[src/rtl/vga_sync_monitor.sv]
// vga_sync_monitor: receive-side VGA timing monitor. Recovers the active pixel
// coordinate from HSYNC/VSYNC, measures line and frame length, locks to the
// frame timing, flags sticky timing errors and captures the colour at a
// programmable active coordinate.
module vga_sync_monitor #(
   parameter int unsigned H_SYNC  = 96,
   parameter int unsigned H_BP    = 48,
   parameter int unsigned H_ACT   = 640,
   parameter int unsigned H_TOTAL = 800,
   parameter int unsigned V_SYNC  = 2,
   parameter int unsigned V_BP    = 33,
   parameter int unsigned V_ACT   = 480,
   parameter int unsigned V_TOTAL = 525
) (
   input  logic        CLK,
   input  logic        RST_N,
   input  logic        PIX_CE,
   input  logic        VGA_HSYNC,
   input  logic        VGA_VSYNC,
   input  logic [3:0]  VGA_RED,
   input  logic [3:0]  VGA_GREEN,
   input  logic [3:0]  VGA_BLUE,
   input  logic [10:0] CAP_X,
   input  logic [10:0] CAP_Y,
   input  logic        ERR_CLR,
   output logic [10:0] PIX_X,
   output logic [10:0] PIX_Y,
   output logic        PIX_VALID,
   output logic [11:0] PIX_RGB,
   output logic [10:0] LINE_LEN,
   output logic [10:0] FRAME_LINES,
   output logic        FRAME_DONE,
   output logic        LOCKED,
   output logic        H_ERR,
   output logic        V_ERR,
   output logic [11:0] CAP_RGB,
   output logic        CAP_VALID
);

   localparam logic [10:0] H_START   = 11'(H_SYNC + H_BP);
   localparam logic [10:0] H_END     = 11'(H_SYNC + H_BP + H_ACT - 1);
   localparam logic [10:0] V_START   = 11'(V_SYNC + V_BP);
   localparam logic [10:0] V_END     = 11'(V_SYNC + V_BP + V_ACT - 1);
   localparam logic [10:0] H_SYNC_W  = 11'(H_SYNC);
   localparam logic [10:0] H_TOTAL_W = 11'(H_TOTAL);
   localparam logic [10:0] V_SYNC_W  = 11'(V_SYNC);
   localparam logic [10:0] V_TOTAL_W = 11'(V_TOTAL);
   localparam logic [10:0] CNT_MAX   = '1;

   typedef enum logic [1:0] {
      ST_SEARCH = 2'd0,
      ST_ALIGN  = 2'd1,
      ST_LOCKED = 2'd2
   } state_t;

   state_t      state_q, state_d;
   logic        hs_q, hs_d, hs_prev_q, hs_prev_d;
   logic        vs_q, vs_d, vs_prev_q, vs_prev_d;
   logic [11:0] rgb_q, rgb_d, rgb_dly_q, rgb_dly_d;
   logic [10:0] h_cnt_q, h_cnt_d, v_cnt_q, v_cnt_d;
   logic [10:0] line_len_q, line_len_d, frame_lines_q, frame_lines_d;
   logic        frame_done_q, frame_done_d;
   logic        h_err_q, h_err_d, v_err_q, v_err_d;
   logic [10:0] pix_x_q, pix_x_d, pix_y_q, pix_y_d;
   logic        pix_valid_q, pix_valid_d;
   logic [11:0] pix_rgb_q, pix_rgb_d;
   logic [11:0] cap_rgb_q, cap_rgb_d;
   logic        cap_valid_q, cap_valid_d;

   logic        hs_fall, hs_rise, vs_fall, vs_rise;
   logic [10:0] h_inc, v_inc;
   logic        h_new, v_new, in_win;

   assign hs_fall = hs_prev_q & ~hs_q;
   assign hs_rise = ~hs_prev_q & hs_q;
   assign vs_fall = vs_prev_q & ~vs_q;
   assign vs_rise = ~vs_prev_q & vs_q;
   assign h_inc   = (h_cnt_q == CNT_MAX) ? CNT_MAX : h_cnt_q + 11'd1;
   assign v_inc   = (v_cnt_q == CNT_MAX) ? CNT_MAX : v_cnt_q + 11'd1;

   // Sample pins, advance coordinate counters and record line/frame lengths
   always_comb begin
      hs_d          = hs_q;
      hs_prev_d     = hs_prev_q;
      vs_d          = vs_q;
      vs_prev_d     = vs_prev_q;
      rgb_d         = rgb_q;
      rgb_dly_d     = rgb_dly_q;
      h_cnt_d       = h_cnt_q;
      v_cnt_d       = v_cnt_q;
      line_len_d    = line_len_q;
      frame_lines_d = frame_lines_q;
      frame_done_d  = 1'b0;
      if (PIX_CE) begin
         hs_d      = VGA_HSYNC;
         hs_prev_d = hs_q;
         vs_d      = VGA_VSYNC;
         vs_prev_d = vs_q;
         rgb_d     = {VGA_RED, VGA_GREEN, VGA_BLUE};
         // colour delayed one sample so it lines up with the counters
         rgb_dly_d = rgb_q;
         h_cnt_d   = hs_fall ? '0 : h_inc;
         if (hs_fall) begin
            line_len_d = h_inc;
         end
         if (vs_fall) begin
            v_cnt_d       = '0;
            frame_lines_d = v_inc;
         end else if (hs_fall) begin
            v_cnt_d = v_inc;
         end
         frame_done_d = vs_fall;
      end
   end

   // Timing checks while aligning or locked; sticky flags where a new error beats a clear
   always_comb begin
      h_new = 1'b0;
      v_new = 1'b0;
      if (PIX_CE && (state_q != ST_SEARCH)) begin
         h_new = (hs_rise && (h_inc != H_SYNC_W)) ||
                 (hs_fall && (h_inc != H_TOTAL_W)) ||
                 (!hs_fall && (h_inc == CNT_MAX));
         v_new = (vs_rise && (v_cnt_d != V_SYNC_W)) ||
                 (vs_fall && (v_inc != V_TOTAL_W));
      end
      h_err_d = h_err_q;
      v_err_d = v_err_q;
      if (ERR_CLR) begin
         h_err_d = 1'b0;
         v_err_d = 1'b0;
      end
      if (h_new) h_err_d = 1'b1;
      if (v_new) v_err_d = 1'b1;
   end

   // Lock FSM next state
   always_comb begin
      state_d = state_q;
      if (PIX_CE) begin
         case (state_q)
            ST_SEARCH: if (vs_fall) state_d = ST_ALIGN;
            ST_ALIGN: begin
               if (h_new || v_new) state_d = ST_SEARCH;
               else if (vs_fall)   state_d = ST_LOCKED;
            end
            ST_LOCKED: if (h_new || v_new) state_d = ST_SEARCH;
            default:   state_d = ST_SEARCH;
         endcase
      end
   end

   // Active-window coordinate output and capture at (CAP_X, CAP_Y)
   always_comb begin
      in_win      = (h_cnt_q >= H_START) && (h_cnt_q <= H_END) &&
                    (v_cnt_q >= V_START) && (v_cnt_q <= V_END);
      pix_x_d     = pix_x_q;
      pix_y_d     = pix_y_q;
      pix_valid_d = pix_valid_q;
      pix_rgb_d   = pix_rgb_q;
      cap_rgb_d   = cap_rgb_q;
      cap_valid_d = 1'b0;
      if (PIX_CE) begin
         pix_valid_d = in_win;
         if (in_win) begin
            pix_x_d   = h_cnt_q - H_START;
            pix_y_d   = v_cnt_q - V_START;
            pix_rgb_d = rgb_dly_q;
         end
         if (pix_valid_q && (pix_x_q == CAP_X) && (pix_y_q == CAP_Y)) begin
            cap_rgb_d   = pix_rgb_q;
            cap_valid_d = 1'b1;
         end
      end
   end

   // State registers; sync history resets idle-high
   always_ff @(posedge CLK or negedge RST_N) begin
      if (!RST_N) begin
         state_q       <= ST_SEARCH;
         hs_q          <= 1'b1;
         hs_prev_q     <= 1'b1;
         vs_q          <= 1'b1;
         vs_prev_q     <= 1'b1;
         rgb_q         <= '0;
         rgb_dly_q     <= '0;
         h_cnt_q       <= '0;
         v_cnt_q       <= '0;
         line_len_q    <= '0;
         frame_lines_q <= '0;
         frame_done_q  <= 1'b0;
         h_err_q       <= 1'b0;
         v_err_q       <= 1'b0;
         pix_x_q       <= '0;
         pix_y_q       <= '0;
         pix_valid_q   <= 1'b0;
         pix_rgb_q     <= '0;
         cap_rgb_q     <= '0;
         cap_valid_q   <= 1'b0;
      end else begin
         state_q       <= state_d;
         hs_q          <= hs_d;
         hs_prev_q     <= hs_prev_d;
         vs_q          <= vs_d;
         vs_prev_q     <= vs_prev_d;
         rgb_q         <= rgb_d;
         rgb_dly_q     <= rgb_dly_d;
         h_cnt_q       <= h_cnt_d;
         v_cnt_q       <= v_cnt_d;
         line_len_q    <= line_len_d;
         frame_lines_q <= frame_lines_d;
         frame_done_q  <= frame_done_d;
         h_err_q       <= h_err_d;
         v_err_q       <= v_err_d;
         pix_x_q       <= pix_x_d;
         pix_y_q       <= pix_y_d;
         pix_valid_q   <= pix_valid_d;
         pix_rgb_q     <= pix_rgb_d;
         cap_rgb_q     <= cap_rgb_d;
         cap_valid_q   <= cap_valid_d;
      end
   end

   assign PIX_X       = pix_x_q;
   assign PIX_Y       = pix_y_q;
   assign PIX_VALID   = pix_valid_q;
   assign PIX_RGB     = pix_rgb_q;
   assign LINE_LEN    = line_len_q;
   assign FRAME_LINES = frame_lines_q;
   assign FRAME_DONE  = frame_done_q;
   assign LOCKED      = (state_q == ST_LOCKED);
   assign H_ERR       = h_err_q;
   assign V_ERR       = v_err_q;
   assign CAP_RGB     = cap_rgb_q;
   assign CAP_VALID   = cap_valid_q;

endmodule

[config.mk]
export PLATFORM = sky130hd
export DESIGN_NAME = vga_sync_monitor
export DESIGN_NICKNAME = d
export VERILOG_FILES = /design/src/rtl/vga_sync_monitor.sv
export SDC_FILE = /design/constraint.sdc
export NUM_CORES = 1
export LEC_CHECK = 0
export BUFFER_PORTS_ARGS = -buffer_cell sky130_fd_sc_hd__buf_2
export CAP_MARGIN = 20
export CORE_MARGIN = 3
export CORE_UTILIZATION = 30
export DETAILED_ROUTE_END_ITERATION = 8
export PLACE_DENSITY = 0.53
export SLEW_MARGIN = 20
export SYNTH_ARGS = -nofsm -noshare
export SYNTH_HDL_FRONTEND = slang
export SYNTH_SLANG_ARGS = --single-unit
[constraint.sdc]
create_clock -name CLK -period 5.1 [get_ports CLK]
set_input_delay 0.51 -clock CLK [delete_from_list [all_inputs] [get_ports CLK]]
set_output_delay 0.51 -clock CLK [all_outputs]
set_load 0.01 [all_outputs]
==> results.md <==
Outcome:
- The flow ran to the end, and the final reports show no timing, DRC or antenna violations.

Timing:
- For the final routed database, the setup TNS stands at 0 ns.
- Headroom to the max-slew limit came out at 36.2%.
- The max-slew violation total from the final report was 0.
- The tightest hold path in the finished design has a slack of 0.118 ns.
- The clock arrives with 0.0103 ns of skew.
- Setup violations remaining at the end of the flow were counted as 0.
- Of the available clock period, the critical path in the final layout requires 63.9%.
- The final hold violation count is 0.
- The post-route worst setup slack is 1.84 ns.
- Subtracting the final worst setup slack from the clock period gives 3.26 ns.
- Derived from the worst setup path, the maximum achievable clock frequency is 307 MHz.
- The actual transition at the worst max-transition pin is 0.955 ns.
- Setup repair after global routing left no endpoint under its margin.

Power:
- The maximum resistive drop on vdd is 0.246 mV.
- The leakage power of the design is 0.00360 uW.
- The power density over the cells is 381 mW/mm^2.

Setup path:
- The startpoint-to-endpoint class of the critical path is primary input to flip-flop.
- The worst flop-to-flop path startpoint is hs_prev_q.
- The delay of the slowest cell on the worst path is 0.74 ns.
- Data on the critical path is required at its endpoint by 5.44 ns.
- The cell type with the highest occurrence count on the critical path is sky130_fd_sc_hd__o21ai_2.
- The worst flop-to-flop path endpoint is state_q[1].
- In this run the worst path has a maximum fanout of 31.
- STA puts the critical path data arrival time at 3.60 ns.
- The worst reg-to-reg path cell count is 7.
- On the critical path, the stage with the largest delay is an instance of sky130_fd_sc_hd__nor2_1.
- The setup check on the worst reg-to-reg path leaves a slack of 2.12 ns.
- The nature of the critical path endpoint is a flip-flop.
- The worst setup path is launched from a primary input.
- Traced cell by cell, the critical path runs through buf_2, nand3b_1, nor2_1, a22oi_1, or4_1, o21ai_2, nand3_1, o21ai_2.

Floorplan:
- The floorplan die area is 0.0225 sq mm.
- The die is 150 microns wide.
- In this run the core area contains 52 standard-cell rows.
- The effective utilization at floorplan is 30.6%.
- The number of primary I/O pins is 114.
- The area of the core region is 0.0203 sq mm.
- The die is 150 microns tall.

CTS:
- TritonCTS built the clock tree.
- The clock tree buffer depth is 2.
- The count of cells resized by post-cts repair is 0.
- The clock latency on the worst-skew pair is 0.42 ns.
- Clock tree synthesis selected as its root buffer the cell sky130_fd_sc_hd__clkbuf_16.
- The number of buffers inserted for hold repair after clock tree synthesis is 0.
- The clock-pin slew reported for the worst setup and hold paths after clock tree synthesis is 0.05 ns.
- CTS saw 125 sinks.
- The H-tree generated during clock tree synthesis spans 4 levels.
- The post-CTS setup-driven buffer insertion count is 0.
- The clock buffer count from CTS is 17.

Global route:
- The via count of the first global-routing pass is 4,678.
- The first global-routing pass estimated 25,100 microns of wire.
- Global routing finished with a remaining overflow of 0.
- The number of antenna violations at the first check in global routing came to 1.
- The global-route total usage across every layer is 14.2%.
- Entering global routing, the biggest net connects 55 pins.

Routing:
- The number of design-rule violations left by the first detailed-router iteration is 308.
- The final routed DRC violation total is 0.
- The post-detailed-route via-to-cell ratio is 4.84.
- The average routed wire per standard cell is 15.9 microns.
- The post-detailed-routing wire length is 15,500 microns.
- The routed layout has 4,714 vias.
- The detail route stage leaves a number of antenna-violating nets equal to 0.
- The pre-antenna-repair detailed-routing pass consisted of 4 iterations.

Cells and area:
- The repair_antennas step left the layout with diodes totalling 0.
- Counting the fill cells in the layout gives 2,083.
- The number of nets in the layout is 738.
- Summing all multi-input logic gate instances after layout gives 0.00283 sq mm.
- The register area is 0.00313 sq mm.
- The fraction of final layout cells sized beyond drive strength 1 is 30.6%.
- Compared with the post-synthesis result, the final layout area differs by 22.2%.

Synthesis:
- The number of cells produced by synthesis is 594.
- sky130_fd_sc_hd__dfrtp_1 is the most common cell in the netlist.
- The register area share after synthesis is 50.4%.
- After synthesis, the share of flip-flops with an asynchronous set or reset is 100%.
- The cell area after synthesis is 0.00621 sq mm.
- The biggest area consumer among synthesized cells is sky130_fd_sc_hd__dfrtp_1.
- The number of distinct library cells after synthesis is 61.
- Sorting the synthesized cells by area gives the leading types as sky130_fd_sc_hd__dfrtp_1, sky130_fd_sc_hd__mux2_2, sky130_fd_sc_hd__o21ai_0.
- After synthesis, the mean cell area works out to 10.5 sq um.
- The net count after synthesis is 642.
- The share of synthesized area in the top cell type comes to 48.8%.
- Counting flops with a built-in enable in the synthesized netlist gives 0.
- The count of warnings emitted by yosys is 0.
- The commonest cells after synthesis are sky130_fd_sc_hd__dfrtp_1, sky130_fd_sc_hd__nand2_1, sky130_fd_sc_hd__mux2_2.
- After synthesis the netlist holds a flip-flop and latch count of 125.
- The most used flip-flop cell after synthesis is sky130_fd_sc_hd__dfrtp_1.

Place:
- At the end of routability-driven placement, the weighted congestion stood at 0.850.
- Before CTS, the worst setup slack after placement is 1.37 ns.
- The count of buffers from port buffering is 113.
- The post-DP HPWL is 10,900 microns.

Hold path:
- The class of the most critical hold timing path is primary input to asynchronous set/reset pin.

Flow run:
- The number of maximum-capacitance violations is 0.
[layer usage]
layer  vias up  share of wire (%)  global-route usage (%)
met5         -              0.045                       0
met4         2                1.2                    4.03
met3        16                7.6                    4.69
met2       147                 43                    21.2
met1      2254                 48                    19.6
li1       2295                  -                       -
[through the flow]
step	instances	util, %	power [uW]	area (sq um)
floorplan	594	-	1440	6210
finish	973	37.4	2890	7590
detailed placement	941	34.3	1600	6950
global placement	941	34.3	1600	6950
CTS	973	37.4	2920	7580
global route	973	37.4	3030	7590
[placed cells by master (no fill, tap or decap), types with 4 or more instances in the layout]
cell,count
sky130_fd_sc_hd__inv_1,17
sky130_fd_sc_hd__xnor2_1,26
sky130_fd_sc_hd__dfstp_2,4
sky130_fd_sc_hd__buf_4,5
sky130_fd_sc_hd__clkbuf_16,17
sky130_fd_sc_hd__a31oi_1,16
sky130_fd_sc_hd__buf_2,112
sky130_fd_sc_hd__o22ai_1,4
sky130_fd_sc_hd__nor3_1,11
sky130_fd_sc_hd__nand2_1,58
sky130_fd_sc_hd__clkbuf_1,4
sky130_fd_sc_hd__mux2_2,55
sky130_fd_sc_hd__ha_1,8
sky130_fd_sc_hd__bufinv_16,5
sky130_fd_sc_hd__o21ai_0,49
sky130_fd_sc_hd__nor4_1,6
sky130_fd_sc_hd__a21oi_1,18
sky130_fd_sc_hd__nand4_1,10
sky130_fd_sc_hd__dfrtp_1,121
sky130_fd_sc_hd__o31ai_1,5
sky130_fd_sc_hd__nor2_1,38
sky130_fd_sc_hd__xor2_1,19
sky130_fd_sc_hd__nand3_1,13
sky130_fd_sc_hd__or4_1,5
sky130_fd_sc_hd__o211ai_1,4
[logic make-up after synthesis]
logic type / synth area share [%]
AO/OA/AOI/OAI: 12.0
XOR/XNOR: 6.35
adder cells (fa/ha/maj): 1.61
buffers and inverters: 4.27
flip-flops: 50.4
multiplexers: 10.6
AND/OR/NAND/NOR: 14.7
[state kept, by name (all words and copies together) (netlist names), 12 cells and up]
| register | count |
|---|---|
| PIX_RGB | 12 |
| CAP_RGB | 12 |
| rgb_dly_q | 12 |
| rgb_q | 12 |
[critical path, delay by kind of cell]
| family | cells | cell delay [ns] |
|---|---|---|
| AO/OA/AOI/OAI | 3 | 0.50 |
| buffers and inverters | 1 | 0.56 |
| AND/OR/NAND/NOR | 4 | 2.01 |
[area by class of cell]
| type | count | area share (%) |
|---|---|---|
| clock buffers | 21 | 5.80 |
| clock inverters | 11 | 2.50 |
| inverters | 18 | 0.890 |
| multi-input cells | 411 | 37.2 |
| flip-flops and latches | 125 | 41.3 |
| well taps | 270 | 4.45 |
| repair buffers | 117 | 7.88 |
[power by group]
group	internal, uW	switching (uW)
sequential	1090	91.8
combinational	168	229
clock	867	440
[worst max path at each step]
stage | from | end | slack, ns
detailed placement | PIX_CE | state_q[1] | 1.37
finish | PIX_CE | state_q[1] | 1.84
floorplan | v_cnt_q[1] | state_q[1] | 2.60
CTS | h_cnt_q[0] | PIX_X[2] | 1.80
global route | PIX_CE | state_q[0] | 1.50
global placement | PIX_CE | state_q[1] | 1.44
Note: power is estimated with default switching activity, not from simulation.
